**config.mk**
```make
export PLATFORM = sky130hd
export DESIGN_NAME = lieat_idu_mdisp_flat
export DESIGN_NICKNAME = d
export VERILOG_FILES = /design/src/rtl/lieat_idu_mdisp_pkg.sv /design/src/rtl/lieat_idu_mdisp_if.sv /design/src/rtl/lieat_oitf_fifo.sv /design/src/rtl/lieat_idu_mdisp.sv /design/src/flat_wrapper.sv
export SDC_FILE = /design/constraint.sdc
export NUM_CORES = 1
export LEC_CHECK = 0
export BUFFER_PORTS_ARGS = -buffer_cell sky130_fd_sc_hd__buf_2
export CAP_MARGIN = 20
export CORE_ASPECT_RATIO = 2
export CORE_MARGIN = 8
export CORE_UTILIZATION = 45
export CTS_BUF_LIST = sky130_fd_sc_hd__clkbuf_8
export CTS_CLUSTER_SIZE = 16
export DETAILED_ROUTE_END_ITERATION = 8
export PLACE_DENSITY_LB_ADDON = 0.3
export SKIP_LAST_GASP = 1
export SLEW_MARGIN = 30
export SYNTH_ARGS = -nofsm -noshare
export SYNTH_HDL_FRONTEND = slang
export SYNTH_SLANG_ARGS = --single-unit
```
**constraint.sdc**
```tcl
create_clock -name clk -period 3.8 [get_ports clk]
set_input_delay 0.76 -clock clk [delete_from_list [all_inputs] [get_ports clk]]
set_output_delay 0.76 -clock clk [all_outputs]
set_load 0.03 [all_outputs]
```
**src/rtl/lieat_idu_mdisp_pkg.sv**
```systemverilog
// Shared lieat definitions: register index width, channel indices and the
// outstanding-entry field layout {chan, rdwen, rd} packed from bit 0 upward.
package lieat_idu_mdisp_pkg;

    localparam int REG_IDX       = 5;
    localparam int CHAN_COMMON   = 0;
    localparam int CHAN_LONG0    = 1;

    localparam int ENT_RD_LSB    = 0;
    localparam int ENT_RDWEN_POS = REG_IDX;
    localparam int ENT_CHAN_LSB  = REG_IDX + 1;

    function automatic int ent_width(input int nch);
        return ENT_CHAN_LSB + nch + 1;
    endfunction

endpackage

```
**src/rtl/lieat_idu_mdisp_if.sv**
```systemverilog
// Decode-to-dispatch and writeback bundle; the dispatcher sits on the slave side.
interface lieat_idu_mdisp_if
    import lieat_idu_mdisp_pkg::*;
#(
    parameter int NCH = 2
);
    logic               id_i_valid;
    logic               id_i_ready;
    logic [NCH:0]       id_i_chan;
    logic               id_i_rs1en;
    logic               id_i_rs2en;
    logic               id_i_rdwen;
    logic [REG_IDX-1:0] id_i_rs1;
    logic [REG_IDX-1:0] id_i_rs2;
    logic [REG_IDX-1:0] id_i_rd;

    logic [NCH:0]       disp_o_valid;
    logic [NCH:0]       disp_o_ready;

    logic               wbck_ena;
    logic [REG_IDX-1:0] wbck_rd;
    logic [NCH:0]       wbck_chan;
    logic               wbck_rdwen;

    modport master (
        output id_i_valid, id_i_chan, id_i_rs1en, id_i_rs2en, id_i_rdwen,
               id_i_rs1, id_i_rs2, id_i_rd, disp_o_ready, wbck_ena,
        input  id_i_ready, disp_o_valid, wbck_rd, wbck_chan, wbck_rdwen
    );

    modport slave (
        input  id_i_valid, id_i_chan, id_i_rs1en, id_i_rs2en, id_i_rdwen,
               id_i_rs1, id_i_rs2, id_i_rd, disp_o_ready, wbck_ena,
        output id_i_ready, disp_o_valid, wbck_rd, wbck_chan, wbck_rdwen
    );

endinterface

```
**src/rtl/lieat_oitf_fifo.sv**
```systemverilog
// In-order outstanding-instruction FIFO with per-entry valid bits exposed for
// hazard compare. Flush overrides any same-cycle allocate or retire.
module lieat_oitf_fifo #(
    parameter  int DEPTH = 4,
    parameter  int DW    = 8,
    localparam int AW    = $clog2(DEPTH)
) (
    input  logic                      clk,
    input  logic                      rst_n,
    input  logic                      alloc_i,
    input  logic [DW-1:0]             wdata_i,
    input  logic                      retire_i,
    input  logic                      flush_i,
    output logic [DEPTH-1:0]          vld_o,
    output logic [DEPTH-1:0][DW-1:0]  ent_o,
    output logic [DW-1:0]             head_o,
    output logic [AW-1:0]             rptr_o,
    output logic [AW:0]               cnt_o,
    output logic                      full_o,
    output logic                      empty_o
);
    logic [DEPTH-1:0][DW-1:0] ent_q;
    logic [DEPTH-1:0]         vld_q, vld_d;
    logic [AW-1:0]            wptr_q, wptr_d, rptr_q, rptr_d;
    logic [AW:0]              cnt_q, cnt_d;
    logic                     do_alloc, do_retire;

    assign empty_o   = (cnt_q == '0);
    assign full_o    = (cnt_q == (AW+1)'(DEPTH));
    assign do_alloc  = alloc_i & ~flush_i;
    assign do_retire = retire_i & ~empty_o & ~flush_i;

    always_comb begin
        vld_d  = vld_q;
        wptr_d = wptr_q;
        rptr_d = rptr_q;
        cnt_d  = cnt_q;
        if (flush_i) begin
            vld_d  = '0;
            wptr_d = '0;
            rptr_d = '0;
            cnt_d  = '0;
        end else begin
            // Clear before set: when full with bypass, both hit the same slot.
            if (do_retire) begin
                vld_d[rptr_q] = 1'b0;
                rptr_d        = rptr_q + AW'(1);
            end
            if (do_alloc) begin
                vld_d[wptr_q] = 1'b1;
                wptr_d        = wptr_q + AW'(1);
            end
            case ({do_alloc, do_retire})
                2'b10:   cnt_d = cnt_q + (AW+1)'(1);
                2'b01:   cnt_d = cnt_q - (AW+1)'(1);
                default: cnt_d = cnt_q;
            endcase
        end
    end

    always_ff @(posedge clk or negedge rst_n) begin
        if (!rst_n) begin
            ent_q  <= '0;
            vld_q  <= '0;
            wptr_q <= '0;
            rptr_q <= '0;
            cnt_q  <= '0;
        end else begin
            vld_q  <= vld_d;
            wptr_q <= wptr_d;
            rptr_q <= rptr_d;
            cnt_q  <= cnt_d;
            if (do_alloc) ent_q[wptr_q] <= wdata_i;
        end
    end

    assign vld_o  = vld_q;
    assign ent_o  = ent_q;
    assign head_o = empty_o ? '0 : ent_q[rptr_q];
    assign rptr_o = rptr_q;
    assign cnt_o  = cnt_q;

endmodule

```
**src/rtl/lieat_idu_mdisp.sv**
```systemverilog
// Multi-channel dispatcher: hazard check against outstanding long ops and
// per-channel gating. Optional macro LIEAT_OITF_BYPASS_EN lets a retiring head free its slot early.
module lieat_idu_mdisp
    import lieat_idu_mdisp_pkg::*;
#(
    parameter  int NCH        = 2,
    parameter  int OITF_DEPTH = 4,
    localparam int AW         = $clog2(OITF_DEPTH),
    localparam int DW         = ENT_CHAN_LSB + NCH + 1
) (
    input  logic             clk,
    input  logic             rst_n,
    lieat_idu_mdisp_if.slave bus,
    input  logic             flush_req,
    output logic             disp_dep,
    output logic             oitf_full,
    output logic             longi_empty,
    output logic             chan_err,
    output logic [AW:0]      oitf_cnt
);
    logic [OITF_DEPTH-1:0]         ent_vld, skip, dep_hit;
    logic [OITF_DEPTH-1:0][DW-1:0] ent_dat;
    logic [DW-1:0]                 head_dat, wr_dat;
    logic [AW-1:0]                 rptr;
    logic                          fifo_full, fifo_empty, retire_now;
    logic                          long_req, full_eff, block, ready, alloc, onehot;

    assign retire_now = bus.wbck_ena & ~fifo_empty;
    assign long_req   = |bus.id_i_chan[NCH:CHAN_LONG0];
    assign onehot     = (bus.id_i_chan != '0) &&
                        ((bus.id_i_chan & (bus.id_i_chan - (NCH+1)'(1))) == '0);
    assign chan_err   = bus.id_i_valid & ~onehot;

`ifdef LIEAT_OITF_BYPASS_EN
    assign full_eff = fifo_full & ~retire_now;
    always_comb begin
        skip = '0;
        if (retire_now) skip[rptr] = 1'b1;
    end
`else
    assign full_eff = fifo_full;
    assign skip     = '0;
`endif

    always_comb begin
        dep_hit = '0;
        for (int i = 0; i < OITF_DEPTH; i++) begin
            dep_hit[i] = ent_vld[i] & ~skip[i] & ent_dat[i][ENT_RDWEN_POS] &
                ((bus.id_i_rs1en & (ent_dat[i][ENT_RD_LSB +: REG_IDX] == bus.id_i_rs1)) |
                 (bus.id_i_rs2en & (ent_dat[i][ENT_RD_LSB +: REG_IDX] == bus.id_i_rs2)) |
                 (bus.id_i_rdwen & (ent_dat[i][ENT_RD_LSB +: REG_IDX] == bus.id_i_rd)));
        end
    end

    assign disp_dep = |dep_hit;
    assign block    = disp_dep | (long_req & full_eff) | flush_req | chan_err;

    assign bus.disp_o_valid = {(NCH+1){bus.id_i_valid & ~block}} & bus.id_i_chan;
    assign ready            = (|(bus.id_i_chan & bus.disp_o_ready)) & ~block;
    assign bus.id_i_ready   = ready;
    assign alloc            = bus.id_i_valid & ready & long_req;

    assign wr_dat = {bus.id_i_chan, bus.id_i_rdwen, bus.id_i_rd};

    lieat_oitf_fifo #(
        .DEPTH (OITF_DEPTH),
        .DW    (DW)
    ) u_oitf (
        .clk      (clk),
        .rst_n    (rst_n),
        .alloc_i  (alloc),
        .wdata_i  (wr_dat),
        .retire_i (retire_now),
        .flush_i  (flush_req),
        .vld_o    (ent_vld),
        .ent_o    (ent_dat),
        .head_o   (head_dat),
        .rptr_o   (rptr),
        .cnt_o    (oitf_cnt),
        .full_o   (fifo_full),
        .empty_o  (fifo_empty)
    );

    assign bus.wbck_rd    = head_dat[ENT_RD_LSB +: REG_IDX];
    assign bus.wbck_rdwen = head_dat[ENT_RDWEN_POS];
    assign bus.wbck_chan  = head_dat[ENT_CHAN_LSB +: NCH+1];
    assign oitf_full      = full_eff;
    assign longi_empty    = fifo_empty;

endmodule

```
**src/flat_wrapper.sv**
```systemverilog
// flat-port wrapper written by rule: the top's interface ports become plain ports
module lieat_idu_mdisp_flat import lieat_idu_mdisp_pkg::*;
#(
    parameter  int NCH        = 2,
    parameter  int OITF_DEPTH = 4,
    localparam int AW         = $clog2(OITF_DEPTH),
    localparam int DW         = ENT_CHAN_LSB + NCH + 1
)
  (clk, rst_n, flush_req, disp_dep, oitf_full, longi_empty, chan_err, oitf_cnt, bus_id_i_valid, bus_id_i_chan, bus_id_i_rs1en, bus_id_i_rs2en, bus_id_i_rdwen, bus_id_i_rs1, bus_id_i_rs2, bus_id_i_rd, bus_disp_o_ready, bus_wbck_ena, bus_id_i_ready, bus_disp_o_valid, bus_wbck_rd, bus_wbck_chan, bus_wbck_rdwen);
  lieat_idu_mdisp_if #(.NCH(NCH)) bus_i ();
  input  logic clk;
  input  logic rst_n;
  input  logic flush_req;
  output logic disp_dep;
  output logic oitf_full;
  output logic longi_empty;
  output logic chan_err;
  output logic [AW:0] oitf_cnt;
  input wire logic [$bits(bus_i.id_i_valid)-1:0] bus_id_i_valid;
  input wire logic [$bits(bus_i.id_i_chan)-1:0] bus_id_i_chan;
  input wire logic [$bits(bus_i.id_i_rs1en)-1:0] bus_id_i_rs1en;
  input wire logic [$bits(bus_i.id_i_rs2en)-1:0] bus_id_i_rs2en;
  input wire logic [$bits(bus_i.id_i_rdwen)-1:0] bus_id_i_rdwen;
  input wire logic [$bits(bus_i.id_i_rs1)-1:0] bus_id_i_rs1;
  input wire logic [$bits(bus_i.id_i_rs2)-1:0] bus_id_i_rs2;
  input wire logic [$bits(bus_i.id_i_rd)-1:0] bus_id_i_rd;
  input wire logic [$bits(bus_i.disp_o_ready)-1:0] bus_disp_o_ready;
  input wire logic [$bits(bus_i.wbck_ena)-1:0] bus_wbck_ena;
  output wire logic [$bits(bus_i.id_i_ready)-1:0] bus_id_i_ready;
  output wire logic [$bits(bus_i.disp_o_valid)-1:0] bus_disp_o_valid;
  output wire logic [$bits(bus_i.wbck_rd)-1:0] bus_wbck_rd;
  output wire logic [$bits(bus_i.wbck_chan)-1:0] bus_wbck_chan;
  output wire logic [$bits(bus_i.wbck_rdwen)-1:0] bus_wbck_rdwen;
  assign bus_i.id_i_valid = bus_id_i_valid;
  assign bus_i.id_i_chan = bus_id_i_chan;
  assign bus_i.id_i_rs1en = bus_id_i_rs1en;
  assign bus_i.id_i_rs2en = bus_id_i_rs2en;
  assign bus_i.id_i_rdwen = bus_id_i_rdwen;
  assign bus_i.id_i_rs1 = bus_id_i_rs1;
  assign bus_i.id_i_rs2 = bus_id_i_rs2;
  assign bus_i.id_i_rd = bus_id_i_rd;
  assign bus_i.disp_o_ready = bus_disp_o_ready;
  assign bus_i.wbck_ena = bus_wbck_ena;
  assign bus_id_i_ready = bus_i.id_i_ready;
  assign bus_disp_o_valid = bus_i.disp_o_valid;
  assign bus_wbck_rd = bus_i.wbck_rd;
  assign bus_wbck_chan = bus_i.wbck_chan;
  assign bus_wbck_rdwen = bus_i.wbck_rdwen;
  lieat_idu_mdisp #(.NCH(NCH), .OITF_DEPTH(OITF_DEPTH)) u_core (.clk(clk), .rst_n(rst_n), .bus(bus_i), .flush_req(flush_req), .disp_dep(disp_dep), .oitf_full(oitf_full), .longi_empty(longi_empty), .chan_err(chan_err), .oitf_cnt(oitf_cnt));
endmodule
```
# After elaboration in Yosys (flattened, before gate mapping)

Index checks and enable logic that the tools add are counted.

Output and inout bits: 20
Register bits after elaboration: 47
Input bits: 29
Logic and storage cells: 115

Mux-type cells: 20
Add/subtract/negate cells: 5
Bitwise logic cells: 51
Reduce and logical (&&, ||, !) cells: 12
Equal/unequal tests: 15
Magnitude comparators: 4

Operators with widths:

| cell                                                              | count |
|---|---|
| == test 5 bit                                                     | 12 |
| bitwise mux 36 bit                                                | 1 |
| bitwise AND 1 bit                                                 | 30 |
| two-way mux 9 bit                                                 | 3 |
| binary-select mux 9 bit (select 2 bit)                            | 1 |
| demux 9 bit (select 2 bit)                                        | 1 |
| two-way mux 4 bit                                                 | 4 |
| bitwise OR 1 bit                                                  | 11 |
| bitwise AND 3 bit                                                 | 3 |
| two-way mux 2 bit                                                 | 4 |
| logical NOT 3 bit                                                 | 2 |
| < comparator 2 x 3 -> 1 bit, second input constant                | 2 |
| one-hot mux 3 bit (2 select lines)                                | 1 |
| nonzero test 3 bit                                                | 2 |
| subtractor 3 x 1 -> 3 bit, second input constant                  | 2 |
| adder 2 x 1 -> 2 bit, second input constant                       | 2 |
| bitwise AND 4 bit                                                 | 1 |
| demux 1 bit (select 2 bit)                                        | 2 |
| greater-or-equal comparator 2 x 1 -> 1 bit, second input constant | 2 |
| inverter 1 bit                                                    | 4 |
| inverter 4 bit                                                    | 1 |
| bitwise OR 4 bit                                                  | 1 |
| nonzero test 2 bit                                                | 2 |
| OR reduction 4 bit                                                | 1 |
| other kinds (9)                                                   | 12 |

# Logic depth before layout (Yosys ltp)

Depth after elaboration: 17
Mapped depth: 13
Gate-level depth less buffers: 11

# Hierarchy

Synthesis repeated with hierarchy kept, for this count alone.

Cells, all modules: 285
Area total of the unflattened synthesis: 3,254.4 um^2

By module, submodules not included:

| module          | area each (um^2) | cells each | sequential area each (um^2) | times used |
|---|---|---|---|---|
| lieat_oitf_fifo | 2,346.0          | 168        | 1,176.1                     | 1 |
| lieat_idu_mdisp | 908.4            | 117        | 0.0                         | 1 |

# Least setup slack after synthesis

OpenSTA, ideal clock, no wires.

Path kind: input -> register
Start: in bus_id_i_rd[3]
End: reg u_core.u_oitf.cnt_q[2] (netlist: u_core.u_oitf.cnt_o[2])
Arrival time: 3.327 ns
Path buffers: 2
Stages on the path: 13
Required time: 3.672 ns
Slack: 0.345 ns
Library setup time: 0.128 ns
Path through: buf_2 > xor2_1 > nor4_1 > nand4_1 > nand4_1 > or3_4 > nor4_4 > buf_6 > nor3_1 > fa_1 > and2_1 > mux2i_1 > mux2_1

Word-level cells in the longest chain between the ends: 16
Elaborated cells on any way between the ends: 30
Classes of those cells: 6 x eq/ne; 2 x mux; 20 x bitwise; 2 x reduce/logical

Ends and longest elaborated chain:

| what                                                           | RTL line              | text |
|---|---|---|
| start, declared                                                | flat_wrapper.sv:26    | `input wire logic [$bits(bus_i.id_i_rd)-1:0] bus_id_i_rd;` |
| == test 5 bit                                                  | lieat_idu_mdisp.sv:51 | `(bus.id_i_rdwen & (ent_dat[i][ENT_RD_LSB +: REG_IDX] == bus.id_i_rd)));` |
| bitwise AND 1 bit                                              | lieat_idu_mdisp.sv:51 |  |
| bitwise OR 1 bit                                               | lieat_idu_mdisp.sv:50 | `(bus.id_i_rs2en & (ent_dat[i][ENT_RD_LSB +: REG_IDX] == bus.id_i_rs2)) \|` |
| bitwise AND 1 bit                                              | lieat_idu_mdisp.sv:48 | `dep_hit[i] = ent_vld[i] & ~skip[i] & ent_dat[i][ENT_RDWEN_POS] &` |
| OR reduction 4 bit (*)                                         | lieat_idu_mdisp.sv:55 | `assign disp_dep = \|dep_hit;` |
| net disp_dep                                                   | flat_wrapper.sv:14    | `output logic disp_dep;` |
| bitwise OR 1 bit (*) (3 in series)                             | lieat_idu_mdisp.sv:56 | `assign block = disp_dep \| (long_req & full_eff) \| flush_req \| chan_err;` |
| inverter 1 bit (*)                                             | lieat_idu_mdisp.sv:59 | `assign ready = (\|(bus.id_i_chan & bus.disp_o_ready)) & ~block;` |
| bitwise AND 1 bit (*)                                          | lieat_idu_mdisp.sv:59 |  |
| bitwise AND 1 bit (*) (2 in series)                            | lieat_idu_mdisp.sv:61 | `assign alloc = bus.id_i_valid & ready & long_req;` |
| bitwise AND 1 bit (*)                                          | lieat_oitf_fifo.sv:30 | `assign do_alloc = alloc_i & ~flush_i;` |
| == test 2 x 1 -> 1 bit / == test 2 bit (equally long branches) | lieat_oitf_fifo.sv:53 | `case ({do_alloc, do_retire})` |
| one-hot mux 3 bit (2 select lines)                             | lieat_oitf_fifo.sv:53 |  |
| two-way mux 3 bit                                              | lieat_oitf_fifo.sv:38 | `if (flush_i) begin` |
| end signal, assigned                                           | lieat_oitf_fifo.sv:72 | `cnt_q <= cnt_d;` |
| end, declared                                                  | lieat_oitf_fifo.sv:25 | `logic [AW:0] cnt_q, cnt_d;` |

Mark *: on every way through the listed nets, which the timed path passes. The rest lies on a longest branch.
A chain may end at the register's enable or synchronous reset.

# Worst setup path in the final report

Start: in bus_id_i_rs1[4]
End: out bus_disp_o_valid[2]

Word-level cells in the longest chain between the ends: 12
Elaborated cells on any way between the ends: 27
Classes of those cells: 4 x eq/ne; 22 x bitwise; 1 x reduce/logical

Ends and longest elaborated chain:

| what                               | RTL line              | text |
|---|---|---|
| start, declared                    | flat_wrapper.sv:24    | `input wire logic [$bits(bus_i.id_i_rs1)-1:0] bus_id_i_rs1;` |
| == test 5 bit                      | lieat_idu_mdisp.sv:49 | `((bus.id_i_rs1en & (ent_dat[i][ENT_RD_LSB +: REG_IDX] == bus.id_i_rs1)) \|` |
| bitwise AND 1 bit                  | lieat_idu_mdisp.sv:49 |  |
| bitwise OR 1 bit                   | lieat_idu_mdisp.sv:49 |  |
| bitwise OR 1 bit                   | lieat_idu_mdisp.sv:50 |  |
| bitwise AND 1 bit                  | lieat_idu_mdisp.sv:48 |  |
| OR reduction 4 bit (*)             | lieat_idu_mdisp.sv:55 |  |
| bitwise OR 1 bit (*) (3 in series) | lieat_idu_mdisp.sv:56 |  |
| inverter 1 bit (*)                 | lieat_idu_mdisp.sv:58 | `assign bus.disp_o_valid = {(NCH+1){bus.id_i_valid & ~block}} & bus.id_i_chan;` |
| bitwise AND 1 bit (*)              | lieat_idu_mdisp.sv:58 |  |
| bitwise AND 3 bit (*)              | lieat_idu_mdisp.sv:58 |  |
| end, declared                      | flat_wrapper.sv:30    | `output wire logic [$bits(bus_i.disp_o_valid)-1:0] bus_disp_o_valid;` |

Mark *: on every way between the ends. The rest lies on a longest branch, timed or not.

==> summary.md <==
| Metric | Value |
|---|---|
| CTS tree | `done` |
| Post-synth EDFFs | `0` |
| Final instance area | `around 3600 µm²` |
| Slowest cell delay on critical path | `around 0.47 ns` |
| DR WL/cell | `roughly 19 µm` |
| Leak | `between 1.5 and 2 nW` |
| Yosys top cell area share | `0.375` |
| GRT overflow | `0` |
| Die Wd | `approximately 75 µm` |
| Area post-placement | `3440 µm²` |
| Row Count | `43` |
| FF-to-FF End | `u_core.u_oitf.cnt_o[2]$_DFFE_PN0P_` |
| Drt first pass iters | `4` |
| GR met3 Demand/Resource | `0.0337` |
| Worst hold slack | `0.432 ns` |
| Final hold violations | `0` |
| Critical Path Sink Type | `primary output` |
| Synth Area in Compound Gates | `0.0120` |
| Max_slew headroom | `0.479` |
| Least-Margin Pin Slew | `roughly 0.78 ns` |
| Yosys reg bits | `47` |
| Largest net degree at the start of global routing | `48` |
| ANT nets after route | `0` |
| Crit share post-route | `0.836` |
| GRT Util Overall | `0.166` |
| Setup Viol. Count Final | `0` |
| Fin nets | `approximately 360` |
| CTS root buf | `clkbuf_8` |
| Fin cells | `~410` |
| Most crowded layer after global routing | `met2` |
| Post-Route WL | `7750 µm` |
| Unique masters post-synth | `33` |
| Top-count cell post-synth | `xor2_1` |
| Port bufs | `48` |
| CTS clk-pin slew, worst paths | `approximately 0.090 ns` |
| Proportion of synthesized area in mux cells | `0.197` |
| Post-synthesis xor/xnor area fraction | `0.176` |
| # clock sinks | `47` |
| RSZ-0062 raised after global routing | `no` |
| Storage element area | `around 1200 µm²` |
| Top cells by area, synth | `dfrtp_1, xor2_1, mux2_2` |
| Max H-tree Level | `2` |
| Initial Util | `0.459` |
| Synth top cells by count | `xor2_1, dfrtp_1, mux2_2, nand4_1` |
| Crit path DAT | `2.42 ns` |
| Status | `completed` |
| FILL cells | `between 600 and 700` |
| Post-Syn Instances | `around 280` |
| Asr flop ratio synth | `1.00` |
| Initial DRC Count | `~150` |
| Critical setup path kind | `input port to primary output` |
| Resized cells post-CTS | `0` |
| Post-Synth Adder-Cell Area | `0.0383` |
| P per Cell Area | `roughly 580 nW/µm²` |
| Reg2reg start | `u_core.u_oitf.ent_o[3]$_DFFE_PN0P_` |
| Cell accounting for the most synthesized area | `dfrtp_1` |
| Core Area | `between 6000 and 7000 µm²` |
| Worst hold path class | `input port to asynchronous set/reset pin` |
| Reg-to-reg slack, setup | `0.81 ns` |
| Worst-path fanout max | `4` |
| Post-Syn Area | `3140 µm²` |
| Post-synthesis sequential area ratio | `0.375` |
| CTS buffer count | `5` |
| Post-synthesis simple-gate area fraction | `0.175` |
| Max Transition Viols Final | `0` |
| Share of cells above drive strength 1 | `0.333` |
| Skew-Pair Late Insertion Delay | `approximately 0.31 ns` |
| Die Y | `roughly 130 µm` |
| Clock period minus worst slack | `~3.2 ns` |
| YS warnings | `0` |
| Fin Setup TNS | `0 ns` |
| Cells on worst reg2reg path | `11` |
| Max Cap Violations | `0` |
| Hpwl dp | `between 5000 and 6000 µm` |
| Worst path cell trace | `buf_2 > xor2_1 > nor4_1 > nand4_1 > nand4_1 > or3_4 > nor2_1 > and3_1 > buf_2` |
| Area Overhead vs Synth | `13.6%` |
| Main combinational cell family by area after synthesis | `multiplexers` |
| First-pass GRT wire length | `between 10,000 and 15,000 µm` |
| Placed Cells | `about 400` |
| Total power | `2.05 mW` |
| DRC violations left | `0` |
| Required time of the critical path | `3.04 ns` |
| Total setup buffers inserted after CTS | `0` |
| Max Buffers Root-to-Sink | `2` |
| # diodes | `0` |
| Clock skew | `a little under 0.007 ns` |
| Vias per cell | `5.47` |
| Max Freq | `0.315 GHz` |
| Routability cong. | `0.883` |
| Post-CTS Hold Buffers | `0` |
| Critical Path Slowest Stage Cell | `nor4_1` |
| Post-synth top flop | `dfrtp_1` |
| Worst Setup SP | `bus_id_i_rs1[4]` |
| Startpoint types | `input port` |
| Worst IR drop on VDD | `between 500 and 600 µV` |
| Via count | `between 2,000 and 2,500` |
| Footprint of the multi-input gates | `1880 µm²` |
| Vias in the first global route | `around 2,500` |
| Met2 usage | `0.281` |
| Die area | `~10,000 µm²` |
| Top Ports | `49` |
| Crit path capture | `bus_disp_o_valid[2]` |
| Met1 Track Usage GR | `0.191` |
| Initial antenna violation count | `0` |
| Syn_area_per_cell | `around 11 µm²` |
| Post-Syn Nets | `roughly 320` |
## where the power goes
group / total (mW) / leakage [nW] / switching, mW / internal (mW)
Clock: 0.384 / 0.0612 / 0.172 / 0.213
Combinational: 0.871 / 1.07 / 0.462 / 0.409
Sequential: 0.798 / 0.630 / 0.195 / 0.603
## flip-flops by register name (all words and copies together), names as in the netlist
register,cells
u_core.u_oitf.wptr_q,2
u_core.u_oitf.ent_o,36
u_core.u_oitf.cnt_o,3
u_core.u_oitf.rptr_o,2
u_core.u_oitf.vld_o,4
## cell type report
class,instances,share of cell area
Clock buffer,6,0.0232
Clock inverter,2,0.00983
Inverter,6,0.00632
Multi-Input combinational cell,213,0.527
Sequential cell,47,0.330
Tap cell,90,0.0316
Timing Repair Buffer,50,0.0724
## critical path: cells and delay by family
family / cells / cell delay (ns)
AND/OR/NAND/NOR: 6 / 1.17
buffers and inverters: 2 / 0.32
XOR/XNOR: 1 / 0.16
## worst min-delay path by stage
stage / start / to / slack [ns] / cells after the start
6_report: rst_n / u_core.u_oitf.ent_o[4]$_DFFE_PN0P_ / 0.43 / 1
3_3_place_gp: u_core.u_oitf.ent_o[15]$_DFFE_PN0P_ / u_core.u_oitf.ent_o[15]$_DFFE_PN0P_ / 0.46 / 1
5_1_grt: rst_n / u_core.u_oitf.ent_o[13]$_DFFE_PN0P_ / 0.48 / 1
4_1_cts: rst_n / u_core.u_oitf.ent_o[22]$_DFFE_PN0P_ / 0.47 / 1
3_5_place_dp: u_core.u_oitf.ent_o[24]$_DFFE_PN0P_ / u_core.u_oitf.ent_o[24]$_DFFE_PN0P_ / 0.47 / 1
2_1_floorplan: u_core.u_oitf.ent_o[24]$_DFFE_PN0P_ / u_core.u_oitf.ent_o[24]$_DFFE_PN0P_ / 0.45 / 1
## layout by cell type (no fill, tap or decap), types with 9 or more instances in the layout
cell,instances
xor2_1,49
buf_2,47
dfrtp_1,47
mux2_2,34
nand4_1,15
xnor2_1,14
nand2_1,14
nor4_1,12
nor2b_1,12
and2_1,9
mux4_2,9
## kinds of logic (layout without fill, tap and decap cells)
family	Yosys count	in the layout
simple gates	89	89
xor+xnor	63	63
flops	47	47
mux	46	46
buf+inv	19	64
fa+ha+maj	9	9
compound gates	6	6
## routing by layer
| metal | up-vias | wire [µm] |
|---|---|---|
| li1 | 1057 | - |
| met1 | 1134 | 3160 |
| met2 | 61 | 4010 |
| met3 | 11 | 429 |
| met4 | 0 | 153 |
| met5 | - | 0 |
## stage by stage
stage | setup slack, ns | utilization
after global routing | 0.544 | 0.521
after detailed placement | 0.426 | 0.504
after CTS | 0.632 | 0.521
after global placement | 0.511 | 0.504
after floorplan | 0.345 | -
final | 0.622 | 0.521
(Power assumes the default switching activity.)
